`src/rtl/scan_frame_collector.sv`:
```
// -----------------------------------------------------------------------------
// scan_frame_collector
//
// Purpose:
//   Downstream collector for a pair of scanners. When a scanner has a full
//   buffer, the collector grants it. Two-way contention is resolved by a
//   round-robin bit. The collector requests a transfer and captures one
//   DEPTH-byte frame into a local buffer. It then holds that frame for the
//   CPU until cpu_ack. A capture aborts, with a sticky error, when the
//   selected source stays silent for TIMEOUT consecutive cycles.
//
// Optional feature (macro SCAN_CHECKSUM_EN):
//   When defined, a mod-256 sum of the captured bytes is presented on
//   checksum while the frame is held. When undefined, checksum is tied to
//   8'h00 and no accumulator exists.
//
// Ports:
//   clk, rst           system clock, synchronous active-high reset
//   ready1/ready2      scanner has a full buffer ready to transfer
//   data1/data2        scanner byte streams
//   valid1/valid2      byte-valid qualifiers for data1/data2
//   transfer1/2        transfer request to the granted scanner
//   frame_valid        complete frame held for the CPU
//   frame_src          source of held frame (0 = scanner 1, 1 = scanner 2)
//   rd_addr/rd_data    CPU read port, 1-cycle registered latency
//   cpu_ack            CPU releases the held frame / clears error
//   checksum           mod-256 sum of the held frame
//   error              sticky capture-timeout flag
// -----------------------------------------------------------------------------
module scan_frame_collector #(
    parameter int unsigned DEPTH   = 16,
    parameter int unsigned AW      = 4,
    parameter int unsigned TIMEOUT = 32
) (
    input  logic          clk,
    input  logic          rst,
    input  logic          ready1,
    input  logic          ready2,
    input  logic [7:0]    data1,
    input  logic [7:0]    data2,
    input  logic          valid1,
    input  logic          valid2,
    output logic          transfer1,
    output logic          transfer2,
    output logic          frame_valid,
    output logic          frame_src,
    input  logic [AW-1:0] rd_addr,
    output logic [7:0]    rd_data,
    input  logic          cpu_ack,
    output logic [7:0]    checksum,
    output logic          error
);

    localparam int unsigned TW = $clog2(TIMEOUT + 1);

    typedef enum logic [1:0] {
        IDLE    = 2'd0,
        REQ     = 2'd1,
        CAPTURE = 2'd2,
        HOLD    = 2'd3
    } state_t;

    state_t        state;
    logic          sel;
    logic          prio;
    logic [AW-1:0] count;
    logic [TW-1:0] idle_cnt;
    logic [7:0]    buf_mem [DEPTH];

    // Selected-source stream and derived capture controls
    logic       valid_sel;
    logic [7:0] data_sel;
    logic       wr_en;
    logic       last_byte;
    logic       grant_any;
    logic       grant_sel;
    logic       timed_out;
    logic       addr_ok;

    assign valid_sel = sel ? valid2 : valid1;
    assign data_sel  = sel ? data2  : data1;
    assign wr_en     = (state == CAPTURE) && valid_sel && !rst;
    assign last_byte = (count == AW'(DEPTH - 1));
    assign timed_out = (idle_cnt == TW'(TIMEOUT - 1));

    // A lone ready wins outright; under contention the round-robin bit decides
    assign grant_any = ready1 | ready2;
    assign grant_sel = (ready1 && ready2) ? prio : ready2;

    // Out-of-range reads only exist when the address space exceeds the buffer
    generate
        if (DEPTH >= (2 ** AW)) begin : g_addr_full
            assign addr_ok = 1'b1;
        end else begin : g_addr_part
            assign addr_ok = (32'(rd_addr) < DEPTH);
        end
    endgenerate

    // Control FSM with registered outputs
    always_ff @(posedge clk) begin
        if (rst) begin
            state       <= IDLE;
            sel         <= 1'b0;
            prio        <= 1'b0;
            count       <= '0;
            idle_cnt    <= '0;
            transfer1   <= 1'b0;
            transfer2   <= 1'b0;
            frame_valid <= 1'b0;
            frame_src   <= 1'b0;
            error       <= 1'b0;
        end else begin
            // cpu_ack clears the sticky error in every state; a timeout
            // abort below in the same cycle re-sets it.
            if (cpu_ack) begin
                error <= 1'b0;
            end

            case (state)
                IDLE: begin
                    if (grant_any) begin
                        sel       <= grant_sel;
                        prio      <= ~prio;
                        transfer1 <= ~grant_sel;
                        transfer2 <= grant_sel;
                        state     <= REQ;
                    end
                end

                REQ: begin
                    count    <= '0;
                    idle_cnt <= '0;
                    state    <= CAPTURE;
                end

                CAPTURE: begin
                    if (valid_sel) begin
                        // A byte always beats a coincident timeout
                        idle_cnt <= '0;
                        count    <= count + 1'b1;
                        if (last_byte) begin
                            transfer1   <= 1'b0;
                            transfer2   <= 1'b0;
                            frame_valid <= 1'b1;
                            frame_src   <= sel;
                            state       <= HOLD;
                        end
                    end else if (timed_out) begin
                        transfer1 <= 1'b0;
                        transfer2 <= 1'b0;
                        error     <= 1'b1;
                        state     <= IDLE;
                    end else begin
                        idle_cnt <= idle_cnt + 1'b1;
                    end
                end

                HOLD: begin
                    if (cpu_ack) begin
                        frame_valid <= 1'b0;
                        state       <= IDLE;
                    end
                end

                default: begin
                    state <= IDLE;
                end
            endcase
        end
    end

    // Frame buffer write port; contents are not reset
    always_ff @(posedge clk) begin
        if (wr_en) begin
            buf_mem[count] <= data_sel;
        end
    end

    // Registered read port; a same-cycle write returns the previous byte
    always_ff @(posedge clk) begin
        if (rst) begin
            rd_data <= 8'h00;
        end else if (addr_ok) begin
            rd_data <= buf_mem[rd_addr];
        end else begin
            rd_data <= 8'h00;
        end
    end

`ifdef SCAN_CHECKSUM_EN
    logic [7:0] acc;

    // Running sum restarts on every capture; the final byte is folded in
    // directly so checksum is valid in the same cycle as frame_valid.
    always_ff @(posedge clk) begin
        if (rst) begin
            acc      <= 8'h00;
            checksum <= 8'h00;
        end else begin
            if (state == REQ) begin
                acc <= 8'h00;
            end else if (wr_en) begin
                acc <= acc + data_sel;
            end
            if (wr_en && last_byte) begin
                checksum <= acc + data_sel;
            end
        end
    end
`else
    assign checksum = 8'h00;
`endif

endmodule

```
`config.mk`:
```
export PLATFORM = sky130hd
export DESIGN_NAME = scan_frame_collector
export DESIGN_NICKNAME = d
export VERILOG_FILES = /design/src/rtl/scan_frame_collector.sv
export SDC_FILE = /design/constraint.sdc
export NUM_CORES = 1
export LEC_CHECK = 0
export CORE_MARGIN = 2
export CORE_UTILIZATION = 40
export CTS_CLUSTER_SIZE = 8
export DETAILED_ROUTE_END_ITERATION = 6
export PLACE_DENSITY = 0.56
export SYNTH_ARGS = -nofsm -noshare
export SYNTH_HDL_FRONTEND = slang
export SYNTH_SLANG_ARGS = --single-unit
```
`constraint.sdc`:
```
create_clock -name clk -period 1.9 [get_ports clk]
set_input_delay 0.38 -clock clk [delete_from_list [all_inputs] [get_ports clk]]
set_output_delay 0.38 -clock clk [all_outputs]
set_load 0.01 [all_outputs]
```
### After elaboration in Yosys (flattened, before gate mapping)

Memories as Yosys holds them, arrays and structs flattened. A register that Yosys moved wholly into a read port is not among the register bits.
Cells that the tools add are included.

* flip-flop bits (word level): 19
* bits in writable memories: 128
* input port bits: 27
* output and inout bits: 21
* memories: 1

* add/sub/neg operators: 2
* equal/unequal tests: 12
* multiplexer cells: 31
* bitwise logic cells: 3
* reductions and logical operators: 15

Memories
* buf_mem: words 16, width 8, read ports 1, clocked after Yosys merged registers in 1, wr ports 1, RTL line 68 `logic [7:0] buf_mem [DEPTH];`

Operators by type and width (count)
* two-way mux 1 bit: 16
* two-way mux 6 bit: 2
* one-hot mux 6 bit (2 select lines): 1
* AND reduction 4 bit: 3
* two-way mux 2 bit: 5
* != test 3 bit (second input constant): 3
* two-way mux 8 bit: 1
* != test 2 bit (second input constant): 4
* one-hot mux 2 bit (4 select lines): 1
* one-hot mux 4 bit (2 select lines): 1
* adder 6 x 1 -> 6 bit (second input constant): 1
* == test 6 x 5 -> 1 bit (second input constant): 1
* one-hot mux 1 bit (2 select lines): 3
* AND reduction 2 bit: 3
* nonzero test 2 bit: 3
* adder 4 x 1 -> 4 bit (second input constant): 1
* == test 2 bit (second input constant): 2
* == test 4 bit (second input constant): 1
* two-way mux 4 bit: 1
* logical AND 1 bit: 3
* AND reduction 3 bit: 1
* == test 2 x 1 -> 1 bit (second input constant): 1
* logical NOT 2 bit: 1
* NOT 1 bit: 2
* other kinds (2): 2

### Longest topological paths before layout

Gate-level depths: netlist (run 1).

* depth after elaboration: 5
* mapped depth: 6
* mapped depth without buffers: 6

### Least setup slack after synthesis (run 1)

No wires, ideal clock.

* path type: register to register
* start point: reg sel
* end point: mem buf_mem[0][0], enable pin
* setup time: 0.383 ns
* arrival time: 1.623 ns
* required time: 1.517 ns
* path slack: -0.107 ns
* cell stages (with the launch flop): 5
* clock period less this slack: 2.007 ns
* path through: dfxtp_1 mux2i_2 nor3_1 nand2_1 nor3_1

* longest elaborated chain between the ends: 5

Ends and longest elaborated chain
* start, declared: RTL line 64 `logic sel;`
* start signal, assigned: RTL line 122 `sel <= grant_sel;`
* two-way mux 1 bit: RTL line 80 `assign valid_sel = sel ? valid2 : valid1;`
* logical AND 1 bit (2 in series): RTL line 82 `assign wr_en = (state == CAPTURE) && valid_sel && !rst;`
* two-way mux 1 bit: RTL line 174 `if (wr_en) begin`
* two-way mux 1 bit (not written as such): RTL line 175 `buf_mem[count] <= data_sel;`
* end, declared: RTL line 68

No other way between the ends.

### Worst setup path after layout (run 1)

* start point: reg state[0]
* end point: mem buf_mem[15][0], enable pin

* longest elaborated chain between the ends: 5

Ends and longest elaborated chain
* start, declared: RTL line 63 `state_t state;`
* start signal, assigned: RTL line 102 `state <= IDLE;`
* start signal, assigned: RTL line 126 `state <= REQ;`
* start signal, assigned: RTL line 133 `state <= CAPTURE;`
* == test 2 bit: RTL line 82
* logical AND 1 bit (2 in series): RTL line 82
* two-way mux 1 bit: RTL line 174
* two-way mux 1 bit (not written as such): RTL line 175

No other way between the ends.

==> results of run 1 <==
power by group:
part	internal, mW	switching (mW)
combinational	0.271	0.308
sequential	3.75	0.0228
clock	2.19	1.20
layout make-up:
cell class	instances	area [um2]	area share [%]
multi-input cells	190	1788	23.00
clock inverters	8	142.6	1.835
flip-flops and latches	155	4384	56.41
well taps	211	264.0	3.397
repair buffers	80	730.7	9.401
inverters	4	15.01	0.1932
clock buffers	23	447.9	5.763
worst paths after layout:
check	start	to	slack, ns	cells after the start
min reg2reg	error	error	0.49	2
max	state[0]	buf_mem[15][0]	0.16	4
max reg2reg	state[0]	buf_mem[15][0]	0.16	4
min	error	error	0.49	2
through the flow:
stage	utilization (%)	TNS [ns]	instance area, um2
global route	50.94	0	7772
detailed placement	47.04	-28.87	7177
floorplan	-	-2.322	6317
finish	50.94	0	7772
global placement	47.04	-23.89	7177
CTS	50.91	0	7767
registers in the layout, summed over array words and instances (netlist names):
register	flops
buf_mem	128
rd_data	8
idle_cnt	6
count	4
state	2
error	1
frame_src	1
frame_valid	1
prio	1
sel	1
transfer1	1
transfer2	1
metal layers:
layer	wire length, um	up-vias	GRT usage, %
met4	161	0	5.754
met5	0	-	0
met1	5722	1704	20.93
met3	580	15	4.088
met2	5990	91	26.41
li1	-	1593	-
worst max-delay path, cell delays in order, from the launching register on:
cell and delay, ns:
sky130_fd_sc_hd__dfxtp_1 0.37, sky130_fd_sc_hd__nand2b_1 0.24, sky130_fd_sc_hd__or4b_4 0.55, sky130_fd_sc_hd__nor2_1 0.10
sky130_fd_sc_hd__buf_4 0.18
logic make-up after synthesis:
| family | after synthesis | synth area share, % |
|---|---|---|
| flops | 155 | 69.75 |
| simple gates | 76 | 6.310 |
| mux | 58 | 15.84 |
| compound gates | 40 | 4.240 |
| buf+inv | 30 | 2.389 |
| fa+ha+maj | 5 | 0.9952 |
| xor+xnor | 3 | 0.4181 |
| other cells | 1 | 0.05966 |
cells in the final DEF, fill, tap and decap left out, types with 6 or more instances in the layout:
| master | n |
|---|---|
| sky130_fd_sc_hd__a21oi_1 | 13 |
| sky130_fd_sc_hd__mux2i_1 | 16 |
| sky130_fd_sc_hd__edfxtp_1 | 128 |
| sky130_fd_sc_hd__buf_4 | 38 |
| sky130_fd_sc_hd__nand2_1 | 13 |
| sky130_fd_sc_hd__nand2b_1 | 7 |
| sky130_fd_sc_hd__dfxtp_1 | 27 |
| sky130_fd_sc_hd__mux2_2 | 9 |
| sky130_fd_sc_hd__nor2_1 | 19 |
| sky130_fd_sc_hd__nand3_1 | 9 |
| sky130_fd_sc_hd__mux4_2 | 32 |
| sky130_fd_sc_hd__clkbuf_16 | 17 |
| sky130_fd_sc_hd__conb_1 | 8 |
| sky130_fd_sc_hd__o22ai_1 | 9 |
| sky130_fd_sc_hd__clkdlybuf4s50_1 | 38 |
| sky130_fd_sc_hd__clkbuf_1 | 6 |
| sky130_fd_sc_hd__nor2b_1 | 7 |
| sky130_fd_sc_hd__o21ai_0 | 7 |
==> results, run 1 <==
- The distinct cell type count after synthesis is 43.
- The average instance in the mapped netlist occupies 17.08 um2.
- The clock slew at the register clock pins of the worst setup and hold paths is 0.06 ns.
- The most common cell in the synthesized netlist is sky130_fd_sc_hd__edfxtp_1.
- Counting along the longest clock path gives a buffer depth of 2.
- The post-route clock skew is 0.006100 ns.
- The tightest hold path in the finished design has a slack of 0.4872 ns.
- Across the run, the number of max-cap violations was 0.
- In this run the tightest slew margin relative to its limit is 63.29%.
- The number of clock sinks is 155.
- The insertion delay of the later-clocked pin in the worst-skew pair is 0.41 ns.
- The number of global-route vias before repair was 3457.
- Counting the buffers created by CTS gives 17.
- The arrival time of the worst setup path is 1.86 ns.
- The maximum clock frequency is 573.8 MHz.
- The wire-length estimate of the detail-placed layout is 8558 um.
- Power spread over the standard cell area amounts to 995.5 nW/um2.
- After the first detailed-routing iteration, the DRC count stood at 228.
- Ranked by total cell area, the synthesized netlist is headed by sky130_fd_sc_hd__edfxtp_1, sky130_fd_sc_hd__mux4_2, sky130_fd_sc_hd__dfxtp_1.
- For this run, the total global-route usage over all layers was measured as 16.09%.
- Yosys printed 0 warnings.
- In this run the worst path has a maximum fanout of 8.
- Buffers added to address setup during post-CTS repair amount to 0.
- For the worst setup path, the data required time is 2.02 ns.
- For this run, asynchronously set or reset flops after synthesis account for 0%.
- The number of placed instances, taps included, is 640.
- After synthesis, the most frequently instantiated cells are sky130_fd_sc_hd__edfxtp_1, sky130_fd_sc_hd__mux4_2, sky130_fd_sc_hd__dfxtp_1.
- The average vias per placed instance is 5.072.
- The count of H-tree levels built during CTS is 4.
- The wire length of the first global-routing pass is 19150 um.
- The final-report max-slew violation count came to 0.
- The cell type with the highest aggregate area in the netlist is sky130_fd_sc_hd__edfxtp_1.
- The number of I/O port buffers is 39.
- The number of remaining DRC errors is 0.
- Setup repair after global routing left no endpoint under its margin.
- The aggregate global routing overflow is 0.
- The final count of hold timing violations is 0.
- At the pin with the least slew margin, the transition time is 0.5449 ns.
- After clock tree synthesis, the flow added hold-fix buffers numbering 0.
- The clock tree from TritonCTS is done.
- The final cell count without fillers is 671.
- Row generation in the floorplan step produced 45 rows.
- The run finished with clean final reports.
- The starting utilization of the core area is 41.20%.
- 0 antenna diodes ended up in the layout.
- The share of Yosys cell area claimed by the top area cell type is 61.15%.
- After detailed routing, the average wire length per cell comes to 18.56 um.
- The floorplan step defined a die boundary enclosing 16730 um2.
- The area of the core is 15260 um2.
- The routability congestion estimate is 0.7690.
- The pin count of the biggest net entering global routing is 26.
- In this run, post-CTS repair resized a total of 0 instances.
- The worst-case IR drop observed on VDD is 605.6 uV.
- The design draws 7.737 mW.
- The total I/O pin count is 48.
- The cell sitting at the root of the clock tree is a sky130_fd_sc_hd__clkbuf_16.
- The post-route worst setup slack is 0.1573 ns.
- The synthesized design contains 128 enable-type register cells.
- The mapped netlist covers 6286 um2.
- The prevailing post-synth register cell is sky130_fd_sc_hd__edfxtp_1.
- The via count is 3403.
- The final-report setup violation count is 0.
- The width of the chip is 129.4 um.
- Once detail routing completed, the nets flagged for antenna violations numbered 0.
- The first detailed-routing pass ran for 4 iterations.
- The total length of routed wires is 12460 um.
- The overall die height is 129.4 um.
- The critical path in this run is classified as reg2reg.
- For this run, the post-layout net count is 480.
- The sort of element at the end of the critical path is a flop.
- In this run, synthesis produced a sequential element count of 155.
- The leakage power figure is 2.622 nW.
- Before CTS, the worst setup slack after placement is -0.2500 ns.
- The initial antenna violation count came to 0.
- The worst setup path is launched from a flop.
- Synthesis produced a netlist whose cell count is 368.
- In this run the worst hold path is classified as reg2reg.
- Of the synthesized area, sequential elements account for 69.75%.
- From synthesis to final layout, the design area changed by 23.65%.
- The final critical-path required period is 1.743 ns.
- In the finished design, the share of the clock period the worst path needs comes to 91.72%.
- The share of layout cells above drive strength 1 is 24.78%.
- After filler insertion, the fill cell instance count of the layout stands at 1259.
Power figures use the tool's default switching activity.
==> run 2, diff against run 1 <==
--- a/config.mk
+++ b/config.mk
@@ -5,6 +5,7 @@
 export SDC_FILE = /design/constraint.sdc
 export NUM_CORES = 1
 export LEC_CHECK = 0
+export CAP_MARGIN = 5
 export CORE_MARGIN = 2
 export CORE_UTILIZATION = 40
 export CTS_CLUSTER_SIZE = 8
==> results of run 2 <==
The final DEF is identical to that of run 1; final timing and power are the same.
==> run 3, diff against run 2 <==
--- a/config.mk
+++ b/config.mk
@@ -11,6 +11,7 @@
 export CTS_CLUSTER_SIZE = 8
 export DETAILED_ROUTE_END_ITERATION = 6
 export PLACE_DENSITY = 0.56
+export RECOVER_POWER = 100
 export SYNTH_ARGS = -nofsm -noshare
 export SYNTH_HDL_FRONTEND = slang
 export SYNTH_SLANG_ARGS = --single-unit
==> results, run 3 (same netlist as run 1, synthesis figures left out) <==
- The root buffer selected by CTS is sky130_fd_sc_hd__clkbuf_16.
- The timing endpoint of the critical path is buf_mem[15][0].
- The total I/O pin count is 48 (unchanged).
- STA classifies the critical path endpoint as a flop.
- The top fanout value on the critical path is 8 (unchanged).
- The worst slew slack as a fraction of its limit is 58.38% (-4.9 points).
- The detailed-route wire length per cell is 18.44 um (-0.65%).
- The final-stage net count was 480 (unchanged).
- Tracing the worst setup path back leads to its startpoint at state[0].
- Compared with the post-synthesis result, the final layout area differs by 23.07%.
- The width of the chip is 129.4 um (unchanged).
- The clock slew at the register clock pins of the worst setup and hold paths was 0.06 ns (about the same).
- The overall die height was 129.4 um (unchanged).
- The number of buffers and inverters on the critical path is 1 (unchanged).
- The total length of routed wires is 12370 um (-0.65%).
- The starting utilization of the core area is 41.20% (unchanged).
- The signal on the critical path passes through nand2b_1, or4b_1, nor2_1, buf_4.
- The starting DRC count in detailed routing was 228 (unchanged).
- TritonCTS built the clock tree.
- The worst setup path is of the reg2reg kind.
- The remaining antenna violation count after routing is 0 (unchanged).
- The utilization after layout was 50.70% (-0.24 points).
- The worst-case reg-to-reg path depth is 4 (unchanged).
- The post-cts repair resize count is 0 (unchanged).
- The flip-flop count of the largest register, all copies and words added is 128 (unchanged).
- The number of buffers inserted for hold repair after clock tree synthesis is 0 (unchanged).
- STA classifies the critical path startpoint as a flop.
- The endpoint identified for the worst register-to-register timing path is buf_mem[15][0].
- The number of I/O port buffers is 39 (unchanged).
- The final-report max-slew violation count was 0 (unchanged).
- The routability congestion estimate is 0.7690 (unchanged).
- The number of remaining DRC errors is 0 (unchanged).
- The final count of hold timing violations came to 0 (unchanged).
- The insertion delay of the later-clocked pin in the worst-skew pair was 0.41 ns (about the same).
- The worst register-to-register path begins at state[0].
- The most frequent standard cell in the layout excluding fill and tap cells is sky130_fd_sc_hd__edfxtp_1.
- The arrival time of the worst setup path came to 1.87 ns (about the same).
- The post-route clock skew came to 0.005921 ns (-0.0001790 ns).
- The period utilization was 92.36% (+0.64 points).
- The area of the core came to 15260 um2 (unchanged).
- The number of global-route vias before repair is 3457 (unchanged).
- The pin count of the biggest net entering global routing is 26 (unchanged).
- The via count is 3407 (+0.12%).
- The final critical-path required period came to 1.755 ns (+0.01216 ns).
- The placed wire-length estimate after detailed placement is 8558 um (unchanged).
- The instance count on the critical path is 4 (unchanged).
- The final-report setup violation count is 0 (unchanged).
- The count of buffers added by post-CTS timing repair for setup is 0 (unchanged).
- The flow ran to the end, and the final reports show no timing, DRC or antenna violations.
- The maximum clock frequency came to 569.9 MHz (-0.69%).
- The type of the tightest min-delay check is reg2reg.
- The number of CTS-inserted buffers is 17 (unchanged).
- The largest voltage drop on the vdd net came to 604.3 uV (-0.22%).
- The data required time of the critical path is 2.02 ns (about the same).
- The count of H-tree levels built during CTS came to 4 (unchanged).
- The maximum root-to-sink buffer count was 2 (unchanged).
- The average vias per placed instance is 5.077 (+0.12%).
- The total global routing track utilization is 16.09% (unchanged).
- The register containing the most flip-flops in the final layout is buf_mem.
- The number of clock sinks was 155 (unchanged).
- The share of layout cells above drive strength 1 is 21.52% (-3.3 points).
- Setup repair after global routing left no endpoint under its margin.
- The cell family with the largest share of critical-path delay is simple AND/OR/NAND/NOR gates.
- The power density of the placed cells is 997.5 nW/um2 (+0.20%).
- The setup slack of the worst register-to-register path is 0.15 ns (about the same).
- The leakage power figure is 2.634 nW (+0.48%).
- The max-cap check violation count was 0 (unchanged).
- The antenna diode count is 0 (unchanged).
- The number of rows in the core area came to 45 (unchanged).
- The initial antenna violation count is 0 (unchanged).
- The library cells used most frequently in the layout, excluding fill and tap cells, are sky130_fd_sc_hd__edfxtp_1, sky130_fd_sc_hd__mux4_2, sky130_fd_sc_hd__buf_4.
- The total power is 7.717 mW (-0.27%).
- The aggregate global routing overflow is 0 (unchanged).
- The length of the first detailed-routing pass in iterations is 4 (unchanged).
- The final-layout fill cell count was 1270 (+0.87%).
- The largest individual stage delay along the critical path comes from the cell sky130_fd_sc_hd__or4b_1.
- The overall die area is 16730 um2 (unchanged).
- The transition time of the tightest slew-check pin came to 0.6243 ns (+0.07941 ns).
- The wire length of the first global-routing pass is 19150 um (unchanged).
- The largest stage delay on the critical path came to 0.56 ns (about the same).
- The largest registers in the layout are buf_mem: 128 flops, rd_data: 8 flops, idle_cnt: 6 flops.
- The setup TNS came to 0 ns (unchanged).
-- run 3: changes by cell type in the layout (fill, tap and decap cells not counted) --
cell and change:
sky130_fd_sc_hd__dlygate4sd3_1 +14, sky130_fd_sc_hd__or4b_4 -1, sky130_fd_sc_hd__mux2i_1 +1, sky130_fd_sc_hd__clkbuf_2 +5
sky130_fd_sc_hd__clkbuf_1 +3, sky130_fd_sc_hd__mux2_1 +9, sky130_fd_sc_hd__mux2i_2 -1, sky130_fd_sc_hd__nor3_2 -1
sky130_fd_sc_hd__mux2_2 -9, sky130_fd_sc_hd__clkdlybuf4s50_1 -14, sky130_fd_sc_hd__nor3_1 +1, sky130_fd_sc_hd__buf_4 -8
sky130_fd_sc_hd__or4b_1 +1
-- run 3: tightest hold or removal path: cells and delay by family (launching register included) --
kind | cells | cell delay (ns)
flops | 1 | 0.30
simple gates | 1 | 0.07
compound gates | 1 | 0.06
-- run 3: area by class of cell --
class / count / area, um2 / area share, %
well taps: 211 / 264.0 / 3.413
clock buffers: 23 / 447.9 / 5.790
clock inverters: 8 / 142.6 / 1.844
flip-flops and latches: 155 / 4384 / 56.67
repair buffers: 80 / 706.9 / 9.138
multi-input cells: 190 / 1775 / 22.95
inverters: 4 / 15.01 / 0.1941
-- run 3: how the worst min path moves through the flow --
stage	end	start	depth (start not counted)
floorplan	idle_cnt[5]	idle_cnt[5]	2
global placement	error	error	2
detailed placement	idle_cnt[5]	idle_cnt[5]	2
CTS	idle_cnt[5]	idle_cnt[5]	2
global route	error	error	2
finish	error	error	2
-- run 3: per-stage QoR --
stage	hold WS (ns)	cells	setup slack [ns]	area [um2]
finish	0.4857	671	0.1452	7736
CTS	0.4914	671	0.1066	7767
global route	0.5037	671	0.04837	7736
floorplan	0.4601	375	-0.1044	6317
global placement	0.4638	640	-0.2112	7177
detailed placement	0.4836	640	-0.2500	7177
-- run 3: metal layers --
layer / routed length, um / track usage, %
met1: 5638 / 20.93
met2: 6049 / 26.41
met3: 526 / 4.088
met4: 159 / 5.754
met5: 0 / 0
-- run 3: where the power goes --
| group | switching [mW] | total (mW) | leakage (nW) | internal (mW) |
|---|---|---|---|---|
| Combinational | 0.308 | 0.559 | 0.976 | 0.250 |
| Clock | 1.20 | 3.38 | 0.287 | 2.19 |
| Sequential | 0.0215 | 3.78 | 1.37 | 3.75 |
